## config.mk

```make
export PLATFORM = sky130hd
export DESIGN_NAME = multi_project_mux
export DESIGN_NICKNAME = d
export VERILOG_FILES = /design/src/rtl/multi_project_mux_pkg.sv /design/src/rtl/multi_project_mux_seq.sv /design/src/rtl/multi_project_mux.sv
export SDC_FILE = /design/constraint.sdc
export NUM_CORES = 1
export LEC_CHECK = 0
export BUFFER_PORTS_ARGS = -buffer_cell sky130_fd_sc_hd__buf_2
export CAP_MARGIN = 0
export CORE_AREA = 2 2 441 443
export DETAILED_ROUTE_END_ITERATION = 10
export DIE_AREA = 0 0 443 445
export GPL_TIMING_DRIVEN = 0
export PLACE_DENSITY = 0.3
export REMOVE_ABC_BUFFERS = 1
export SYNTH_ARGS = -nofsm -noshare
export SYNTH_HDL_FRONTEND = slang
export SYNTH_SLANG_ARGS = --single-unit
export TNS_END_PERCENT = 30
```

## constraint.sdc

```tcl
create_clock -name wb_clk_i -period 3.7 [get_ports wb_clk_i]
set_input_delay 0.555 -clock wb_clk_i [delete_from_list [all_inputs] [get_ports wb_clk_i]]
set_output_delay 0.555 -clock wb_clk_i [all_outputs]
set_load 0.02 [all_outputs]
```

## src/rtl/multi_project_mux_pkg.sv

```systemverilog
// Shared definitions for the multi-project pad mux: switch-sequence states,
// register word offsets and STATUS bit positions.
package multi_project_mux_pkg;

  typedef enum logic [1:0] {
    ST_DRAIN = 2'd0,
    ST_RESET = 2'd1,
    ST_RUN   = 2'd2
  } sw_state_e;

  // Word offsets (byte offset >> 2) inside the 0x100-byte register window.
  localparam logic [5:0] REG_SELECT = 6'h00;
  localparam logic [5:0] REG_STATUS = 6'h01;

  localparam int STAT_BUSY = 8;
  localparam int STAT_PEND = 9;
  localparam int STAT_ERR  = 10;

endpackage

```

## src/rtl/multi_project_mux_seq.sv

```systemverilog
// Project switch sequencer: DRAIN -> RESET (counted) -> RUN, with a one-deep
// pending request slot for selects that arrive while a switch is in progress.
module project_switch_seq
  import multi_project_mux_pkg::*;
#(
  parameter int SWITCH_RST_CYCLES = 16
) (
  input  logic       clk,
  input  logic       rst_n,
  input  logic       req_v,
  input  logic [7:0] req_sel,
  output sw_state_e  state,
  output logic [7:0] active,
  output logic       pend_v
);

  localparam int              CW       = $clog2(SWITCH_RST_CYCLES + 1);
  localparam logic [CW-1:0]   CNT_INIT = CW'(SWITCH_RST_CYCLES - 1);

  sw_state_e     r_state, w_state_nxt;
  logic [CW-1:0] r_cnt, w_cnt_nxt;
  logic [7:0]    r_active, w_active_nxt;
  logic [7:0]    r_target, w_target_nxt;
  logic [7:0]    r_pend, w_pend_nxt;
  logic          r_pend_v, w_pend_v_nxt;
  logic [7:0]    w_sel;

  // NOTE: state registers use non-blocking assignments so every flop samples
  // the pre-edge values computed by the combinational block.
  always_ff @(posedge clk or negedge rst_n) begin
    if (!rst_n) begin
      r_state  <= ST_DRAIN;
      r_cnt    <= '0;
      r_active <= '0;
      r_target <= '0;
      r_pend   <= '0;
      r_pend_v <= 1'b0;
    end else begin
      r_state  <= w_state_nxt;
      r_cnt    <= w_cnt_nxt;
      r_active <= w_active_nxt;
      r_target <= w_target_nxt;
      r_pend   <= w_pend_nxt;
      r_pend_v <= w_pend_v_nxt;
    end
  end

  // NOTE: every signal written here gets a default first, so no path leaves
  // a value unassigned and no latch is inferred.
  always_comb begin
    w_state_nxt  = r_state;
    w_cnt_nxt    = r_cnt;
    w_active_nxt = r_active;
    w_target_nxt = r_target;
    w_pend_nxt   = r_pend;
    w_pend_v_nxt = r_pend_v;
    w_sel        = req_sel;

    case (r_state)
      ST_DRAIN: begin
        w_active_nxt = r_target;
        w_cnt_nxt    = CNT_INIT;
        w_state_nxt  = ST_RESET;
      end
      ST_RESET: begin
        if (r_cnt == '0) w_state_nxt = ST_RUN;
        else             w_cnt_nxt   = r_cnt - CW'(1);
      end
      default: begin
        // A fresh request in the same cycle supersedes the parked one.
        w_pend_v_nxt = 1'b0;
        w_sel        = req_v ? req_sel : r_pend;
        if ((req_v || r_pend_v) && (w_sel != r_active)) begin
          w_target_nxt = w_sel;
          w_state_nxt  = ST_DRAIN;
        end
      end
    endcase

    if (req_v && (r_state != ST_RUN)) begin
      w_pend_nxt   = req_sel;
      w_pend_v_nxt = 1'b1;
    end
  end

  assign state  = r_state;
  assign active = r_active;
  assign pend_v = r_pend_v;

endmodule

```

## src/rtl/multi_project_mux.sv

```systemverilog
// Selects one of NUM_PROJECTS user designs onto the IO pads under Wishbone
// control; non-active projects are held in reset with all-zero inputs.
module multi_project_mux
  import multi_project_mux_pkg::*;
#(
  parameter int          NUM_PROJECTS      = 8,
  parameter int          IO_PADS           = 38,
  parameter logic [31:0] BASE_ADDR         = 32'h3000_0000,
  parameter int          SWITCH_RST_CYCLES = 16
) (
  input  logic                            wb_clk_i,
  input  logic                            wb_rst_ni,
  input  logic                            wbs_stb_i,
  input  logic                            wbs_cyc_i,
  input  logic                            wbs_we_i,
  input  logic [3:0]                      wbs_sel_i,
  input  logic [31:0]                     wbs_adr_i,
  input  logic [31:0]                     wbs_dat_i,
  output logic                            wbs_ack_o,
  output logic [31:0]                     wbs_dat_o,
  input  logic                            soft_rst_i,
  input  logic [IO_PADS-1:0]              io_in,
  output logic [IO_PADS-1:0]              io_out,
  output logic [IO_PADS-1:0]              io_oeb,
  output logic [NUM_PROJECTS*IO_PADS-1:0] proj_io_in,
  input  logic [NUM_PROJECTS*IO_PADS-1:0] proj_io_out,
  input  logic [NUM_PROJECTS*IO_PADS-1:0] proj_io_oeb,
  output logic [NUM_PROJECTS-1:0]         proj_rst_o,
  output logic [7:0]                      active_o
);

  localparam logic [8:0] NP9 = 9'(NUM_PROJECTS);

  logic        r_ack;
  logic [31:0] r_dat;
  logic        r_err;

  sw_state_e   w_state;
  logic [7:0]  w_active;
  logic        w_pend_v;
  logic        w_run;
  logic        w_acc;
  logic [5:0]  w_off;
  logic        w_sel_wr;
  logic        w_bad;
  logic        w_req_v;
  logic        w_clr_err;
  logic [31:0] w_rdata;
  logic        w_unused;

  // The !r_ack term stops a master that holds stb through the ack cycle
  // from being accepted twice.
  assign w_acc     = wbs_cyc_i & wbs_stb_i & ~r_ack & (wbs_adr_i[31:8] == BASE_ADDR[31:8]);
  assign w_off     = wbs_adr_i[7:2];
  assign w_sel_wr  = w_acc & wbs_we_i & wbs_sel_i[0] & (w_off == REG_SELECT);
  assign w_bad     = {1'b0, wbs_dat_i[7:0]} >= NP9;
  assign w_req_v   = w_sel_wr & ~w_bad;
  assign w_clr_err = w_acc & wbs_we_i & (w_off == REG_STATUS) & wbs_dat_i[STAT_ERR];
  assign w_unused  = ^{wbs_sel_i[3:1], wbs_adr_i[1:0], wbs_dat_i[31:11], wbs_dat_i[9:8]};

  project_switch_seq #(
    .SWITCH_RST_CYCLES(SWITCH_RST_CYCLES)
  ) u_seq (
    .clk    (wb_clk_i),
    .rst_n  (wb_rst_ni),
    .req_v  (w_req_v),
    .req_sel(wbs_dat_i[7:0]),
    .state  (w_state),
    .active (w_active),
    .pend_v (w_pend_v)
  );

  assign w_run = (w_state == ST_RUN);

  always_comb begin
    w_rdata = '0;
    if (!wbs_we_i) begin
      case (w_off)
        REG_SELECT: w_rdata = {24'h0, w_active};
        REG_STATUS: w_rdata = {8'h0, 8'(NUM_PROJECTS), 5'h0, r_err, w_pend_v, ~w_run, w_active};
        default:    w_rdata = '0;
      endcase
    end
  end

  always_ff @(posedge wb_clk_i or negedge wb_rst_ni) begin
    if (!wb_rst_ni) begin
      r_ack <= 1'b0;
      r_dat <= '0;
      r_err <= 1'b0;
    end else begin
      r_ack <= w_acc;
      r_dat <= w_acc ? w_rdata : '0;
      if (w_sel_wr && w_bad) r_err <= 1'b1;
      else if (w_clr_err)    r_err <= 1'b0;
    end
  end

  assign wbs_ack_o = r_ack;
  assign wbs_dat_o = r_dat;
  assign active_o  = w_active;

  // Pads stay released (inputs, driven low) outside RUN.
  always_comb begin
    io_out = '0;
    io_oeb = '1;
    if (w_run) begin
      for (int p = 0; p < NUM_PROJECTS; p++) begin
        if (w_active == 8'(p)) begin
          io_out = proj_io_out[p*IO_PADS +: IO_PADS];
          io_oeb = proj_io_oeb[p*IO_PADS +: IO_PADS];
        end
      end
    end
  end

  for (genvar p = 0; p < NUM_PROJECTS; p++) begin : g_proj
    logic w_hit;
    assign w_hit = w_run && (w_active == 8'(p));
    assign proj_io_in[p*IO_PADS +: IO_PADS] = w_hit ? io_in : '0;
    assign proj_rst_o[p] = w_hit ? soft_rst_i : 1'b1;
  end

endmodule

```

# Yosys cells after proc, flatten, opt, wreduce, memory -nomap -nowiden
# Cells that the tools add are included.
# classes
reduce_logical	23
n_eq_ne	16
add_sub_neg	1
bitwise	13
magnitude_cmp	1
n_mux	47
# ops
cell	n
$mux W38	26
$mux W32	2
$pmux W20 S2	1
$eq A8 B3 Y1 const B	4
$eq A24 B22 Y1 const B	1
$eq A8 B2 Y1 const B	2
$mux W1	12
$logic_and A1 B1 Y1	11
$pmux W5 S2	1
$and A1 B1 Y1	9
$eq A8 B1 Y1 const B	1
$ge A8 B4 Y1 const B	1
$logic_not A8 Y1	1
$mux W8	1
$ne A8 B8 Y1	1
$eq A6 B1 Y1 const B	1
$logic_not A6 Y1	1
$reduce_and A2 Y1	3
$logic_not A5 Y1	1
$mux W5	1
$sub A5 B1 Y5 const B	1
$mux W2	2
$ne A2 B1 Y1 const B	2
$ne A2 B2 Y1 const B	2
9 further kinds	13
# totals
wordCells	110
register_bits	66
inputBits	720
output_inout_bits	429

# Depth between registers and ports, before layout
# Gate-level depths: netlist of run 1.
# logic_depth
word_depth	12
ltp_mapped	10
ltp_nobuf	7

# Cells and area by module
# Synthesis of run 1 repeated with hierarchy kept, for this count alone.
# unflattened
hier_cells	1309
hier_area_um2	9925.8
# by_module_without_submodules
mod	area_per_inst_um2	instances	seq_area_each_um2	cells_per_inst
multi_project_mux	8438.1	1	350.3	1191
project_switch_seq	1487.7	1	800.8	118

# Worst setup path before layout of run 1
# OpenSTA, ideal clock, no wires.
# synth_timing
path_type	register to output
from	register u_seq.r_active[0], in the netlist u_seq.active[0]
to	output port io_oeb[10]
path_stages_with_launch	8
setup_slack_ns	0.422
n_path_buf	5
arrival_time_ns	2.723
required_ns	3.145
path_cell_list	dfrtp_1 clkbuf_1 clkbuf_1 buf_1 clkbuf_1 clkbuf_1 a211oi_1 o21ai_0
# synth_between
elab_chain_len	10
# synth_lines
item	line_no	source
start: declaration	multi_project_mux_seq.sv:22	logic [7:0] r_active, w_active_nxt;
start signal: assignment	multi_project_mux_seq.sv:41	r_active <= w_active_nxt;
$logic_not A8 Y1	multi_project_mux.sv:109	if (w_active == 8'(p)) begin
$mux W38 (7 in series)	multi_project_mux.sv:109	
$mux W38 *	multi_project_mux.sv:109	
$mux W38 *	multi_project_mux.sv:107	if (w_run) begin
end: declaration	multi_project_mux.sv:24	output logic [IO_PADS-1:0] io_oeb,
# Mark *: on every way between the ends. The rest lies on a longest branch, timed or not.

# Worst setup path in the final report of run 1
# layout_timing
from	register u_seq.r_active[5], in the netlist u_seq.active[5]
to	output port io_oeb[34]
# The elaborated chain is that of the path after synthesis.

==> summary.md, run 1 <==
| Metric | Value |
|---|---|
| Status | `completed` |
| M3 GR Usage | `under 10%` |
| Gr busiest metal | `met2` |
| Critical Path AT | `3.11 ns` |
| Critical Path RT | `3.14 ns` |
| Non-filler cells, final | `about 4700` |
| Cts hold-fix bufs | `0` |
| Placed Cells | `4663` |
| Max-cap violations | `0` |
| Synthesized flop and latch total | `46` |
| Final setup viols | `0` |
| Final Wtd Congestion | `slightly below 0.9` |
| Root buffer cell | `clkbuf_16` |
| Final #Nets | `approximately 2900` |
| CTS buffer count | `5` |
| TritonCTS clock tree | `done` |
| Die area | `about 200000 um^2` |
| Pins Over Slew Limit | `0` |
| R2r startpoint | `wbs_ack_o` |
| Crit. End Element | `output port` |
| Largest net degree at the start of global routing | `56` |
| Starting density of the core | `4.78%` |
| Later-pin clock latency in the skew report | `around 0.31 ns` |
| Clock transition at path regs | `approximately 0.080 ns` |
| DR vias | `roughly 14000` |
| Final Cycle Share | `slightly below 100%` |
| Routed wire per std cell | `26.8 um` |
| Flop-to-flop setup slack | `between 0.6 and 0.7 ns` |
| First-pass detailed-route iteration total | `5` |
| Synth warn | `0` |
| Rel. slew slack | `around 18%` |
| CTS sink count | `46` |
| Clk_skew | `around 0.0084 ns` |
| Die Ht | `between 400 and 500 um` |
| Met1 Use GR | `between 10% and 20%` |
| Site Rows | `~160` |
| IO Count | `1149` |
| Vias per std cell | `3.00` |
| Global-route usage over all layers | `12.1%` |
| Placeable core area | `about 190000 um^2` |
| Grt ovf | `0` |
| Fill cells | `around 23000` |
| Commonest non-fill, non-tap cell in the layout | `buf_2` |
| Buffers on Ports | `1100` |
| Slew of the pin with the lowest slew margin | `1.23 ns` |
| Post-DRT Antenna Nets | `0` |
| VDD IR max | `roughly 140 uV` |
| Mapped Cells | `roughly 1100` |
| DRC viols | `0` |
| Synthesized area per cell | `between 8 and 9 um^2` |
| Cell Area, Synth | `about 9200 um^2` |
| Final Hold Vio Count | `0` |
| Layout area overhead | `112%` |
| DRT Wirelength | `127 mm` |
| Final hold slack | `between 0.4 and 0.5 ns` |
| Htree depth | `2` |
| Tmin final | `around 3.7 ns` |
| Leak Pwr | `8.67 nW` |
| Critical path origin | `u_seq.active[5]` |
| Setup Crit Path Kind | `flop to output port` |
| Max frequency | `roughly 0.27 GHz` |
| Vias in the first global route | `roughly 13000` |
| RSZ-0062 raised after global routing | `true` |
| GR met2 Demand/Resource | `about a fifth` |
| Share of layout cells above drive strength 1 | `between 60% and 70%` |
| Die Span X | `443 um` |
| Crit Path Max Fanout | `44` |
| DPL Wire Length | `109 mm` |
| Synth unique cells | `45` |
| Global-route wire length before repair | `between 150 and 200 mm` |
| Antenna violations before repair | `147` |
| Clock buffer depth | `2` |
| PD cells | `just over 90 nW/um^2` |
| Most frequent cells in the layout | `buf_2, and2_1, mux2i_1` |
| Hold_sp | `wbs_adr_i[2]` |
| DRT iter0 DRCs | `989` |
| HP Class | `primary input to flop` |
| Sequential share of the synthesized area | `12.5%` |
| Startpoint types | `flop` |
[through the flow]
stage / area (um^2) / TNS (ns) / setup slack, ns / total power [mW] / util (%)
finish: 19500 / 0 / 0.0334 / 1.80 / 10.2
global route: 19400 / -0.0657 / -0.0292 / 1.90 / 10.1
CTS: 19300 / -9.30 / -0.208 / 1.84 / 10.0
detailed placement: 18100 / -105.09 / -0.725 / 1.31 / 9.42
global placement: 17300 / -6755.33 / -24.49 / 1.30 / 9.03
floorplan: 8660 / -2729.28 / -7.73 / 0.688 / -
[layout make-up]
type                       instances  area [um^2]  share of cell area (%)
timing repair buffer            1179         7060                    36.2
clock buffer                       5          125                   0.642
sequential                        46         1160                    5.97
inverter                          12         45.0                   0.231
antenna                           24         60.1                   0.308
multi-input combinational        941         7860                    40.3
tap                             2526         3160                    16.2
clock inverter                     3         23.8                   0.122
[state kept, by name, indices dropped and copies added, names as in the netlist]
register,flops
u_seq.r_cnt,5
u_seq.r_pend,8
u_seq.pend_v,1
r_err,1
u_seq.state,2
wbs_ack_o,1
u_seq.r_target,8
u_seq.active,8
wbs_dat_o,12
[per-layer routing]
layer,vias up,wire (um)
li1,6174,-
met1,6835,50600
met2,828,61200
met3,256,12600
met4,104,1680
met5,-,676
[logic make-up after synthesis]
family,synth area share [%]
AND/OR/NAND/NOR,31.3
AO/OA/AOI/OAI,14.3
multiplexers,33.9
buffers and inverters,6.96
flip-flops,12.5
XOR/XNOR,0.668
adder cells (fa/ha/maj),0.272
other,0.0408
[worst max-delay path, stage by stage (launching register included)]
cell,delay (ns)
dfrtp_2,0.43
or4_4,0.57
nor2_4,0.15
and2_4,0.18
buf_6,0.17
nand2b_4,0.09
buf_16,0.19
a211oi_1,0.58
o21ai_0,0.17
buf_2,0.19
[timing repair]
item                                   CTS  global route
setup endpoints to repair              394           177
endpoints found under the hold margin    0             0
gates cloned                             9             1
resized for setup                      164            18
buffers inserted                        26             8
pin swaps                               11             5
[synthesized netlist by cell type, drive strengths merged]
library cell / number / area share, %
and2: 319 / 22
clkbuf: 105 / 4.3
mux2i: 85 / 9.3
mux4: 76 / 19
o22ai: 73 / 5.0
nor2: 51 / 2.1
o21ai: 50 / 2.7
mux2: 49 / 6.0
dfrtp: 46 / 13
a211oi: 41 / 3.4
nor2b: 39 / 2.7
a21oi: 38 / 2.1
buf: 28 / 2.2
nand2: 17 / 0.69
inv: 12 / 0.49
nor4: 11 / 0.75
nor3: 10 / 0.60
nand2b: 8 / 0.54
or3: 6 / 0.41
and3: 5 / 0.34
or4: 5 / 0.49
xor2: 5 / 0.48
nor4b: 4 / 0.38
a31oi: 3 / 0.20
nand3: 3 / 0.16
nand4: 3 / 0.20
a221oi: 2 / 0.19
ha: 2 / 0.27
nand3b: 2 / 0.16
o21bai: 2 / 0.16
xnor2: 2 / 0.19
a21o: 1 / 0.082
a22o: 1 / 0.095
a22oi: 1 / 0.082
a41oi: 1 / 0.095
conb: 1 / 0.041
nor4bb: 1 / 0.11
o211ai: 1 / 0.082
o311ai: 1 / 0.095
o31ai: 1 / 0.082
[power breakdown]
group          leakage (nW)  internal (mW)  total [mW]   switching, mW
combinational          8.03          0.386       0.800           0.414
sequential            0.580          0.502       0.502  0.000000000461
clock                0.0666          0.254       0.495           0.241
total                  8.67           1.14        1.80           0.655
[worst paths after layout]
check                               endpoint  depth (start not counted)
max                               io_oeb[34]                          9
min                                    r_err                          2
max reg2reg                u_seq.r_target[5]                          7
min reg2reg                  u_seq.active[2]                          1
max in group asynchronous    u_seq.active[0]                          1
min in group asynchronous       wbs_dat_o[3]                          1
No activity file was read; power rests on OpenSTA's default activity.
==> run 2: changes to the inputs <==
--- a/config.mk
+++ b/config.mk
@@ -11,7 +11,7 @@
 export DETAILED_ROUTE_END_ITERATION = 10
 export DIE_AREA = 0 0 443 445
 export GPL_TIMING_DRIVEN = 0
-export PLACE_DENSITY = 0.3
+export PLACE_DENSITY_LB_ADDON = 0.2
 export REMOVE_ABC_BUFFERS = 1
 export SYNTH_ARGS = -nofsm -noshare
 export SYNTH_HDL_FRONTEND = slang
==> summary.md, run 2 (synthesis results as in run 1) <==
| Metric | Value |
|---|---|
| RSZ-0062 raised after global routing | `true` |
| Die Span X | `443 um (unchanged)` |
| CTS buffer count | `5 (unchanged)` |
| Reg2reg end | `u_seq.r_target[1]` |
| DRT iter0 DRCs | `1047 (+5.9%)` |
| R2R depth | `8 (+1)` |
| CTS sink count | `46 (unchanged)` |
| Max frequency | `0.270 GHz (-0.83%)` |
| Commonest non-fill, non-tap cell in the layout | `buf_2` |
| Vias in the first global route | `13600 (+1.6%)` |
| Clock transition at path regs | `0.09 ns (about the same)` |
| Hold depth | `2 (unchanged)` |
| Buffers on Ports | `1100 (unchanged)` |
| Crit Path Max Fanout | `8 (-82%)` |
| Layout area overhead | `116%` |
| Starting density of the core | `4.78% (unchanged)` |
| Grt ovf | `0 (unchanged)` |
| Global-route wire length before repair | `161 mm (+4.4%)` |
| Site Rows | `161 (unchanged)` |
| Share of layout cells above drive strength 1 | `63.9% (+0.57 points)` |
| Placed Instance Area | `18100 um^2 (+0.24%)` |
| Final Wtd Congestion | `0.908 (+2.7%)` |
| Max-cap violations | `0 (unchanged)` |
| Final #Nets | `2939 (+1.1%)` |
| Max FFs per register | `12 (unchanged)` |
| Root buffer cell | `clkbuf_16` |
| Die area | `197000 um^2 (unchanged)` |
| Final hold slack | `0.478 ns (-0.00462 ns)` |
| Clock buffer depth | `2 (unchanged)` |
| TritonCTS clock tree | `done` |
| Later-pin clock latency in the skew report | `0.32 ns (about the same)` |
| Cts hold-fix bufs | `0 (unchanged)` |
| Startpoint types | `flop` |
| Post-DRT Antenna Nets | `0 (unchanged)` |
| Post-layout total power | `1.79 mW (-0.29%)` |
| Crit. End Element | `output port` |
| Placeable core area | `192000 um^2 (unchanged)` |
| HP Class | `primary input to flop` |
| Final Hold Vio Count | `0 (unchanged)` |
| Vias per std cell | `3.03 (+0.94%)` |
| Leak Pwr | `8.87 nW (+2.2%)` |
| Status | `completed` |
| Flop-to-flop setup slack | `0.72 ns (+0.07 ns)` |
| Clk_skew | `0.0207 ns (+0.0123 ns)` |
| Htree depth | `2 (unchanged)` |
| IO Count | `1149 (unchanged)` |
| Final setup viols | `0 (unchanged)` |
| Hold_sp | `wbs_dat_i[0]` |
| DRC viols | `0 (unchanged)` |
| Hold path endpoint | `u_seq.r_pend[0]` |
| Non-filler cells, final | `4768 (+0.68%)` |
| PD cells | `90.4 nW/um^2 (-1.9%)` |
| Routed wire per std cell | `27.9 um (+4.2%)` |
| Setup Crit Path Kind | `flop to output port` |
| Final Cycle Share | `99.9% (+0.83 points)` |
| Critical Path RT | `3.14 ns (about the same)` |
| Largest net degree at the start of global routing | `73 (+30%)` |
| First-pass detailed-route iteration total | `4 (-1)` |
| Rel. slew slack | `16.0% (-2.1 points)` |
| VDD IR max | `172 uV (+20%)` |
| Fill cells | `22500 (-0.080%)` |
| Placed Cells | `4665 (+0.043%)` |
| Most frequent cells in the layout | `buf_2, and2_1, mux2i_1` |
| Finished Core Util | `10.3% (+0.17 points)` |
| Tmin final | `3.70 ns (+0.0308 ns)` |
| DRT Wirelength | `133 mm (+4.9%)` |
| Die Ht | `445 um (unchanged)` |
| Critical Path AT | `3.14 ns (+0.03 ns)` |
| Antenna violations before repair | `154 (+4.8%)` |
| Global-route usage over all layers | `12.7% (+0.61 points)` |
| DR vias | `14400 (+1.6%)` |
| DPL Wire Length | `112 mm (+2.7%)` |
| R2r startpoint | `wbs_ack_o` |
| Slew of the pin with the lowest slew margin | `1.26 ns (+0.0315 ns)` |
| Pins Over Slew Limit | `0 (unchanged)` |
| Cell area after layout | `19800 um^2 (+1.6%)` |
-- run 2: changes by cell type in the layout (fill, tap and decap cells not counted), sizes merged --
cell,previous run,this run
bufbuf,6,3
clkinvlp,2,1
nor2,51,54
inv,13,14
clkbuf,5,7
nand2,18,19
buf,1173,1202
-- run 2: worst max-delay path, stage by stage, from the launching register on --
cell	delay, ns
dfrtp_2	0.43
or4_4	0.59
buf_6	0.15
nor2_4	0.12
and2_4	0.23
nand2_8	0.09
buf_6	0.19
buf_4	0.21
o22ai_1	0.12
a21oi_1	0.06
nor2_1	0.32
buf_2	0.26
-- run 2: what timing repair did --
| item | CTS | global route |
|---|---|---|
| cloned | 14 | 1 |
| resized for setup | 104 | 48 |
| pin swaps | 13 | 8 |
| buffers inserted | 48 | 10 |
| endpoints found under the setup margin | 397 | 186 |
| endpoints found under the hold margin | 0 | 0 |
-- run 2: where the power goes --
part	internal (mW)	total (mW)	switching [mW]	leakage, nW
combinational	0.383	0.788	0.404	8.21
clock	0.259	0.502	0.243	0.0725
sequential	0.502	0.502	0.000000000361	0.580
-- run 2: final cells by class --
type | count | area [um^2] | share of cell area (%)
multi-input cells | 945 | 7910 | 39.9
inverters | 12 | 45.0 | 0.227
well taps | 2526 | 3160 | 15.9
flip-flops and latches | 46 | 1160 | 5.87
clock inverters | 3 | 27.5 | 0.139
repair buffers | 1207 | 7320 | 37.0
clock buffers | 5 | 125 | 0.631
diodes | 24 | 60.1 | 0.303
-- run 2: per-layer routing --
metal / global-route usage [%] / vias to the layer above / wire, um
met5: 0 / - / 766
met4: 1.25 / 122 / 1810
met3: 4.88 / 252 / 13500
met2: 22.9 / 820 / 67400
met1: 14.6 / 6985 / 49500
li1: - / 6248 / -
-- run 2: per-stage QoR --
step	TNS [ns]	setup WS, ns
CTS	-6.82	-0.165
global placement	-7119.26	-26.76
floorplan	-2729.28	-7.73
detailed placement	-175.42	-1.30
global route	-1.09	-0.0634
finish	0	0.00256
-- run 2: how the worst max path moves through the flow --
stage	depth (start not counted)	end	startpoint	slack, ns
global route	14	proj_io_in[232]	u_seq.active[7]	-0.06
finish	11	io_out[23]	u_seq.active[7]	0.003
global placement	3	proj_io_in[4]	u_seq.active[0]	-26.76
CTS	14	proj_io_in[230]	u_seq.active[7]	-0.16
detailed placement	8	io_oeb[17]	u_seq.active[3]	-1.30
floorplan	2	proj_rst_o[0]	u_seq.active[0]	-7.73
==> run 3: changes to the inputs <==
--- a/config.mk
+++ b/config.mk
@@ -5,11 +5,12 @@
 export SDC_FILE = /design/constraint.sdc
 export NUM_CORES = 1
 export LEC_CHECK = 0
+export ABC_AREA = 1
 export BUFFER_PORTS_ARGS = -buffer_cell sky130_fd_sc_hd__buf_2
 export CAP_MARGIN = 0
-export CORE_AREA = 2 2 441 443
+export CORE_AREA = 2 2 446 448
 export DETAILED_ROUTE_END_ITERATION = 10
-export DIE_AREA = 0 0 443 445
+export DIE_AREA = 0 0 448 450
 export GPL_TIMING_DRIVEN = 0
 export PLACE_DENSITY_LB_ADDON = 0.2
 export REMOVE_ABC_BUFFERS = 1
==> summary.md, run 3 <==
| Metric | Value |
|---|---|
| Starting density of the core | `4.25% (-0.54 points)` |
| Critical Path AT | `3.05 ns (-0.09 ns)` |
| Layout area overhead | `120%` |
| Slew of the pin with the lowest slew margin | `1.18 ns (-0.0836 ns)` |
| Routed wire per std cell | `25.1 um (-10%)` |
| Critical Path RT | `3.14 ns (about the same)` |
| Placed Cells | `5293 (+13%)` |
| Critical path origin | `u_seq.active[1]` |
| Vias per std cell | `3.03 (about the same)` |
| Tmin final | `3.60 ns (-0.0929 ns)` |
| Synthesized area per cell | `5.05 um^2 (-39%)` |
| Root buffer cell | `clkbuf_16` |
| Async set-or-reset flop fraction in the synthesized netlist | `100% (unchanged)` |
| Die Ht | `450 um (+1.1%)` |
| Grt ovf | `0 (unchanged)` |
| Site Rows | `163 (+1.2%)` |
| Final setup viols | `0 (unchanged)` |
| Reg2reg end | `u_seq.r_target[5]` |
| EDFF count, synth | `0 (unchanged)` |
| CTS buffer count | `5 (unchanged)` |
| Htree depth | `2 (unchanged)` |
| CTS sink count | `46 (unchanged)` |
| TritonCTS clock tree | `done` |
| Startpoint types | `flop` |
| Max frequency | `0.277 GHz (+2.6%)` |
| Max-cap violations | `0 (unchanged)` |
| Finished Core Util | `9.35% (-0.98 points)` |
| Global-route usage over all layers | `12.4% (-0.27 points)` |
| Most frequent cells in the layout | `buf_2, nor2_1, nand2_1` |
| Mapped Cells | `1654 (+49%)` |
| Post-layout total power | `1.53 mW (-15%)` |
| Pins Over Slew Limit | `0 (unchanged)` |
| Top cells by count, synth | `nor2_1, nand2_1, inv_1` |
| CP Capture Point | `io_oeb[12]` |
| VDD IR max | `170 uV (-1.4%)` |
| DRT Wirelength | `135 mm (+1.8%)` |
| Non-filler cells, final | `5398 (+13%)` |
| Crit Path Max Fanout | `22 (+14)` |
| Post-synth top flop | `dfrtp_1` |
| Max FFs per register | `12 (unchanged)` |
| Largest net degree at the start of global routing | `50 (-32%)` |
| Die area | `202000 um^2 (+2.3%)` |
| Synth warn | `0 (unchanged)` |
| Setup_tns | `0 ns (unchanged)` |
| Post-DRT Antenna Nets | `0 (unchanged)` |
| First-pass detailed-route iteration total | `5 (+1)` |
| Sequential Area | `1150 um^2 (-0.86%)` |
| Final Wtd Congestion | `0.953 (+4.9%)` |
| Crit. End Element | `output port` |
| HP Class | `flop to flop` |
| Die Span X | `448 um (+1.1%)` |
| Commonest non-fill, non-tap cell in the layout | `buf_2` |
| Final #Nets | `3453 (+17%)` |
| Rel. slew slack | `21.3% (+5.3 points)` |
| DPL Wire Length | `110 mm (-1.9%)` |
| Sequential share of the synthesized area | `13.8% (+1.3 points)` |
| Global-route wire length before repair | `164 mm (+2.2%)` |
| Hold_sp | `u_seq.r_cnt[4]` |
| Fill cells | `23700 (+5.4%)` |
| Clock buffer depth | `2 (unchanged)` |
| Placeable core area | `197000 um^2 (+2.4%)` |
| Synth unique cells | `34 (-24%)` |
| IO Count | `1149 (unchanged)` |
| Share of the synthesized area in the top cell type | `21.2% (-0.51 points)` |
| DRC viols | `0 (unchanged)` |
| DRT iter0 DRCs | `1369 (+31%)` |
| Clk_skew | `0.00806 ns (-0.0126 ns)` |
| Cell Area, Synth | `8350 um^2 (-9.1%)` |
| Leak Pwr | `9.52 nW (+7.4%)` |
| R2R depth | `11 (+3)` |
| Ranking of synthesized cells by area | `nor2_1, nand2_1, dfrtp_1` |
| Buffers on Ports | `1100 (unchanged)` |
| RSZ-0062 raised after global routing | `true` |
| Count leader, synth | `nor2_1` |
| Final Hold Vio Count | `0 (unchanged)` |
| Share of layout cells above drive strength 1 | `47.1% (-17 points)` |
| Synthesized flop and latch total | `46 (unchanged)` |
| PD cells | `83.3 nW/um^2 (-7.9%)` |
| R2r startpoint | `wbs_ack_o` |
| DR vias | `16300 (+13%)` |
| Area of the multi-input gates | `6350 um^2 (-20%)` |
| Later-pin clock latency in the skew report | `0.30 ns (-0.02 ns)` |
| Cts hold-fix bufs | `0 (unchanged)` |
| Setup Crit Path Kind | `flop to output port` |
| Yosys top cell by area | `nor2_1` |
| Status | `completed` |
| Hold depth | `1 (-1)` |
| Vias in the first global route | `15700 (+15%)` |
| Clock transition at path regs | `0.07 ns (-0.02 ns)` |
| Final Cycle Share | `97.4% (-2.5 points)` |
| Antenna violations before repair | `62 (-60%)` |
| Flop-to-flop setup slack | `1.15 ns (+0.43 ns)` |
## run 3: cell types whose count changed in the layout (fill, tap and decap cells not counted), sizes merged, moves of 49 or more
cell,delta
nand3,+69
nand2,+315
and2,-319
o22ai,-54
mux4,-76
mux2,-49
a21oi,+85
o21ai,+89
inv,+150
mux2i,-85
nor2,+423
## run 3: layer usage
layer | vias to the layer above | global-route usage, % | share of wire [%]
met2 | 796 | 22.4 | 50
met4 | 18 | 1.53 | 1.6
li1 | 7518 | - | -
met5 | - | 0 | 0.085
met3 | 130 | 1.98 | 6.5
met1 | 7885 | 15.8 | 42
## run 3: kinds of logic (layout without fill, tap and decap cells)
family,Yosys count,count (layout),share of synthesized area [%]
AO/OA/AOI/OAI,358,358,24.6
XOR/XNOR,1,1,0.105
adder cells (fa/ha/maj),2,2,0.300
buffers and inverters,305,1360,15.1
flip-flops,46,46,13.8
other,1,47,0.0449
AND/OR/NAND/NOR,941,944,46.0
## run 3: final cells by class
| type | count | area share [%] |
|---|---|---|
| clock buffers | 5 | 0.681 |
| diodes | 27 | 0.368 |
| repair buffers | 1184 | 35.9 |
| flip-flops and latches | 46 | 6.28 |
| multi-input cells | 1325 | 34.6 |
| inverters | 166 | 4.03 |
| well taps | 2640 | 18.0 |
| clock inverters | 2 | 0.0545 |
| repair inverters | 3 | 0.136 |
## run 3: worst max-delay path, stage by stage, from the launching register on
cell and delay [ns]:
dfrtp_2 0.51, clkinvlp_4 0.20, buf_4 0.17, nand3_4 0.15, buf_6 0.27, buf_12 0.21, o22ai_1 0.12, nor2_1 0.16
o21ai_0 0.11, o41ai_1 0.48, buf_2 0.29
## run 3: worst min path at each step
stage                              endpoint
after floorplan                       r_err
after global placement       u_seq.r_cnt[4]
after detailed placement     u_seq.r_cnt[4]
after CTS                    u_seq.r_cnt[4]
after global routing      u_seq.r_target[1]
final                        u_seq.r_cnt[4]
## run 3: through the flow
step	instance area [um^2]	hold WS [ns]	setup WS, ns
2_1_floorplan	7790	0.259	-2.44
3_3_place_gp	16600	0.453	-12.14
3_5_place_dp	17000	0.457	-2.07
4_1_cts	18100	0.466	-0.000262
5_1_grt	18300	0.511	-0.0672
6_report	18400	0.462	0.0955
## run 3: repair_timing
| item | CTS | global route |
|---|---|---|
| setup buffers | 54 | 10 |
| gates cloned | 9 | 3 |
| endpoints found under the setup margin | 388 | 111 |
| gates resized for setup | 102 | 16 |
| pin swaps | 22 | 11 |
## run 3: where the power goes
part           internal [mW]  switching [mW]
Clock                  0.245           0.210
Combinational          0.266           0.306
Sequential             0.503  0.000000000386
